### src/rtl/pin_debounce.sv
// Two-flop synchronised pin debouncer with a four-state qualification FSM.
// Optional single-cycle rise/fall pulses are built when PIN_DEBOUNCE_EDGE_EN is defined.
module pin_debounce #(
    parameter int unsigned STABLE_CYCLES = 4,
    parameter int unsigned CNT_W         = 16,
    parameter bit          RESET_VAL     = 1'b0
) (
    input  logic clock,
    input  logic reset_n,
    input  logic raw_in,
    output logic d_out,
    output logic busy
`ifdef PIN_DEBOUNCE_EDGE_EN
    ,
    output logic rise_p,
    output logic fall_p
`endif
);

    // Encoding: bit 1 is the debounced level, bit 0 marks a qualification in progress.
    localparam logic [1:0] STABLE_LO   = 2'b00;
    localparam logic [1:0] WAIT_HI     = 2'b01;
    localparam logic [1:0] STABLE_HI   = 2'b10;
    localparam logic [1:0] WAIT_LO     = 2'b11;
    localparam logic [1:0] RESET_STATE = RESET_VAL ? STABLE_HI : STABLE_LO;
    localparam logic [CNT_W-1:0] CNT_MAX = CNT_W'(STABLE_CYCLES);

    logic             s1;
    logic             s2;
    logic [1:0]       state;
    logic [1:0]       state_nxt;
    logic [CNT_W-1:0] cnt;
    logic [CNT_W-1:0] cnt_nxt;
    logic             d_out_nxt;
    logic             busy_nxt;
`ifdef PIN_DEBOUNCE_EDGE_EN
    logic             rise_nxt;
    logic             fall_nxt;
`endif

    // Next-state, counter and output decode.
    always_comb begin
        state_nxt = state;
        cnt_nxt   = cnt;
        case (state)
            STABLE_LO, STABLE_HI: begin
                if (s2 != d_out) begin
                    state_nxt = (state == STABLE_LO) ? WAIT_HI : WAIT_LO;
                    cnt_nxt   = CNT_W'(1);
                end else begin
                    cnt_nxt   = '0;
                end
            end
            WAIT_HI, WAIT_LO: begin
                if (s2 == d_out) begin
                    state_nxt = (state == WAIT_HI) ? STABLE_LO : STABLE_HI;
                    cnt_nxt   = '0;
                end else if (cnt < CNT_MAX) begin
                    cnt_nxt   = cnt + CNT_W'(1);
                end else begin
                    state_nxt = (state == WAIT_HI) ? STABLE_HI : STABLE_LO;
                    cnt_nxt   = '0;
                end
            end
            default: begin
                state_nxt = RESET_STATE;
                cnt_nxt   = '0;
            end
        endcase
        d_out_nxt = state_nxt[1];
        busy_nxt  = state_nxt[0];
`ifdef PIN_DEBOUNCE_EDGE_EN
        rise_nxt  = (state == WAIT_HI) && (state_nxt == STABLE_HI);
        fall_nxt  = (state == WAIT_LO) && (state_nxt == STABLE_LO);
`endif
    end

    always_ff @(posedge clock) begin
        if (!reset_n) begin
            s1     <= RESET_VAL;
            s2     <= RESET_VAL;
            state  <= RESET_STATE;
            cnt    <= '0;
            d_out  <= RESET_VAL;
            busy   <= 1'b0;
`ifdef PIN_DEBOUNCE_EDGE_EN
            rise_p <= 1'b0;
            fall_p <= 1'b0;
`endif
        end else begin
            s1     <= raw_in;
            s2     <= s1;
            state  <= state_nxt;
            cnt    <= cnt_nxt;
            d_out  <= d_out_nxt;
            busy   <= busy_nxt;
`ifdef PIN_DEBOUNCE_EDGE_EN
            rise_p <= rise_nxt;
            fall_p <= fall_nxt;
`endif
        end
    end

endmodule

### config.mk
export PLATFORM = sky130hd
export DESIGN_NAME = pin_debounce
export DESIGN_NICKNAME = d
export VERILOG_FILES = /design/src/rtl/pin_debounce.sv
export SDC_FILE = /design/constraint.sdc
export NUM_CORES = 1
export LEC_CHECK = 0
export ABC_AREA = 1
export BUFFER_PORTS_ARGS = -buffer_cell sky130_fd_sc_hd__buf_2
export CORE_AREA = 2 2 39 41
export CTS_CLUSTER_SIZE = 12
export DETAILED_ROUTE_END_ITERATION = 10
export DIE_AREA = 0 0 41 43
export PLACE_DENSITY = 0.61
export SYNTH_ARGS = -nofsm -noshare
export SYNTH_HDL_FRONTEND = slang
export SYNTH_SLANG_ARGS = --single-unit
### constraint.sdc
create_clock -name clock -period 1.4 [get_ports clock]
set_input_delay 0.28 -clock clock [delete_from_list [all_inputs] [get_ports clock]]
set_output_delay 0.28 -clock clock [all_outputs]
set_load 0.02 [all_outputs]
==> flow_results.org <==
** Yosys
- Cell with the most instances after synthesis :: dfxtp_1
- In this run the biggest area consumer among cell types represents 68.52% of the synthesized area.
- Ranked by instance count, the synthesized netlist is headed by 20 x dfxtp_1, 11 x nor2_1, 10 x nand2_1.
- Number of enable-type register cells in the synthesized netlist :: 0
- Share of the yosys chip area belonging to registers :: about two thirds
- Mean area per synthesized cell :: a little over 10 µm²
- Primary FF master, synth :: dfxtp_1
- Fraction of registers with async set or reset after synthesis :: 0%
- In the synthesized netlist, the number of instances is 57.
- Number of synthesized register bits :: 20
- In the post-synthesis netlist, the biggest area contributors are dfxtp_1 69%, nor2_1 7.1%, nand2_1 6.4%.
- After synthesis the cells add up to 584.3 µm².
- The number of different library cells used by synthesis comes to 16.
- Of all cell types, the one taking the most synthesized area is dfxtp_1.
- Yosys Warn Count :: 0

** Setup path
- Slowest-stage cell, CP :: dfxtp_1
- Slowest stage delay, CP :: between 400 and 500 ps
- Endpoint type of the worst setup path :: output port
- The cell family contributing the most delay on the critical path is flip-flops.
- Critical path cell sequence :: buf_2
- Setup CP Type :: register to output port
- Data on the critical path is required at its endpoint by 1120 ps.
- The worst setup path is launched from a register.
- Crit path buf inv count :: 1
- Maximum fanout count along the critical path :: 7
- Setup slack of the worst register-to-register path :: 330 ps
- For the worst setup path, the data arrival time is 970 ps.

** Global routing
- Global routing consumed, on the met1 layer, 9.060% of the routing resources.
- Met2 Usage GRT :: 13.44%
- Entering global routing, the biggest net connects 13 pins.
- Met3 Use GR :: approximately 4.7%
- The initial antenna violation count is 0.
- Across every metal layer, demand over resource in global routing totals 9.257%.
- The first global-routing pass estimated 1.028 mm of wire.
- Most heavily used metal layer in global routing :: met2
- Number of global-route vias before repair :: 297
- Sum of overflow across all layers after global routing :: 0

** Power and ir drop
- Switching part of the total power :: 17.62%
- Share of power burned in registers :: 55.5%
- The share of total power dissipated in the clock network is 41.2%.
- In this run the power density over the cells is 1514 nW/µm².
- IR analysis of the VDD net gives a maximum drop of just under 900 µV.
- In this run the power spent charging and discharging nets is 0.1925 mW.
- Int Pwr :: 0.9002 mW
- In this run the static leakage power is about 0.34 nW.
- Relative contribution of combinational cells to total power :: 3.3%

** Floorplanning
- Number of cell rows :: 14
- For this configuration, the core starts out at a cell density of 42.22%.
- The floorplan step set the die height to 43 µm.
- Top Ports :: 5
- The die is around 40 µm wide.
- Core ar. :: roughly 1400 µm²
- Area enclosed by the die boundary :: 1763 µm²

** Layout
- Final design area excluding fillers :: 721.9 µm²
- The repair_antennas step left the layout with diodes totalling 0.
- Number of fill cells :: around 130
- End-of-flow core utilization :: 52.17%
- Relative to the synthesized area, the layout overhead comes to 23.55%.
- Layout net count :: 82
- Cells with a size suffix above 1 make up 15.58% of the layout.

** Detailed routing
- Number of antenna-violating nets in the routed design :: 0
- Vias :: 359
- For this block, the routed nets add up to 616 µm of wire.
- Using the TritonRoute via totals, the vias-per-cell ratio works out to 3.860.
- Violation count after the first detailed-route iteration :: 1
- Routed len/inst :: 6.624 µm
- In the routed design, unresolved DRC markers number 0.
- Before antenna repair, the detailed router went through 2 iterations.

** Clock tree
- Clock tree from TritonCTS :: built
- TritonCTS created 3 clock buffers.
- The number of gates resized after CTS was 0.
- Counting every sink on the clock net gives 20.
- In this run the number of H-tree levels came out at 1.
- Clock-pin slew was measured on the worst setup and hold paths at 110 ps.
- Clock tree root driver cell :: clkbuf_4
- No sink is reached through more buffers than the 2 on the longest clock path.
- Post-CTS timing repair inserted 0 buffers for setup.
- Hold repair after CTS inserted 0 buffers.
- At the later pin of the worst-skew pair, clock insertion delay measures 290 ps.

** STA
- Setup Total Neg Slack :: 0 ps
- Based on the critical path, the design can be clocked at up to about 800 MHz.
- Setup repair after global routing missed its margin :: false
- Setup violations, final :: 0
- The worst path in the final design needs a cycle of 1255 ps, including I/O delays and setup.
- Final Slew Violations :: 0
- Ratio of final minimum period to clock period :: 89.61%
- The final count of hold timing violations was 0.
- Final worst clock skew :: 8.285 ps

** Placement
- During placement, the flow inserted port buffers numbering 4.
- After detailed placement, the total cell area comes to 669.4 µm².
- RD Place Congestion :: 0.5869

** Worst hold path
- The min-delay analysis places its worst path in the category input pin to register.

** Status
- The flow ran to the end, and the final reports show no timing, DRC or antenna violations.

** Flow run
- Max-capacitance violation count :: 0
-- kinds of logic after synthesis --
| logic type | after synthesis | share of synthesized area (%) |
|---|---|---|
| AO/OA/AOI/OAI | 2 | 2.141 |
| flip-flops | 20 | 68.52 |
| buffers and inverters | 4 | 2.569 |
| XOR/XNOR | 1 | 1.499 |
| AND/OR/NAND/NOR | 28 | 22.49 |
| other | 1 | 0.6418 |
| adder cells (fa/ha/maj) | 1 | 2.141 |
-- layer usage --
| layer | vias to the layer above | part of all wire [%] |
|---|---|---|
| li1 | 199 | - |
| met3 | 2 | 3.4 |
| met4 | 0 | 1.6 |
| met5 | - | 0 |
| met1 | 154 | 50 |
| met2 | 4 | 45 |
-- power groups by stage --
stage	clock network, mW	logic, mW	registers [mW]
detailed placement	0	0.0355	0.621
floorplan	0	0.0224	0.622
global placement	0	0.0353	0.620
finish	0.450	0.0355	0.607
global route	0.478	0.0418	0.610
CTS	0.464	0.0356	0.608
-- path summary, 6_finish.rpt --
| check | from | endpoint | cells past startpoint |
|---|---|---|---|
| worst max-delay path | state[0] | busy | 1 |
| worst min-delay path | raw_in | s1 | 3 |
| worst max register to register | cnt[2] | d_out | 5 |
| worst min register to register | s1 | s2 | 2 |
-- cells in the final DEF, fill, tap and decap left out --
cell type | Yosys | final
a21boi_1 | 1 | 1
a21oi_1 | 1 | 1
and3_1 | 1 | 1
buf_2 | 0 | 4
bufinv_16 | 0 | 1
clkbuf_4 | 0 | 3
conb_1 | 1 | 13
dfxtp_1 | 20 | 20
ha_1 | 1 | 1
inv_1 | 4 | 4
nand2_1 | 10 | 10
nand2_2 | 1 | 1
nand3_2 | 1 | 1
nand4_1 | 1 | 1
nor2_1 | 11 | 11
nor2_2 | 1 | 1
nor2_4 | 1 | 1
or2_1 | 1 | 1
xnor2_1 | 1 | 1
-- flip-flops by register name (all words and copies together) (netlist names) --
signal,count
cnt,16
d_out,1
s1,1
state,1
s2,1
-- final cells by class --
type / instances / area, µm² / area share [%]
Sequential cell: 20 / 400.4 / 55.46
Clock buffer: 3 / 22.52 / 3.120
Timing Repair Buffer: 4 / 20.02 / 2.773
Clock inverter: 1 / 30.03 / 4.159
Multi-Input combinational cell: 45 / 214.0 / 29.64
Inverter: 4 / 15.01 / 2.080
Tap cell: 16 / 20.02 / 2.773
-- per-stage QoR --
stage | power, mW | hold WS [ps] | std cells | setup slack [ps]
after CTS | 1.108 | 156.4 | 93 | 133.9
after global routing | 1.130 | 177.4 | 93 | 82.15
final | 1.093 | 162.7 | 93 | 145.4
after floorplan | 0.6447 | 373.5 | 69 | 388.4
after global placement | 0.6549 | 394.0 | 89 | 367.9
after detailed placement | 0.6563 | 399.0 | 89 | 345.7
(Power assumes the default switching activity.)
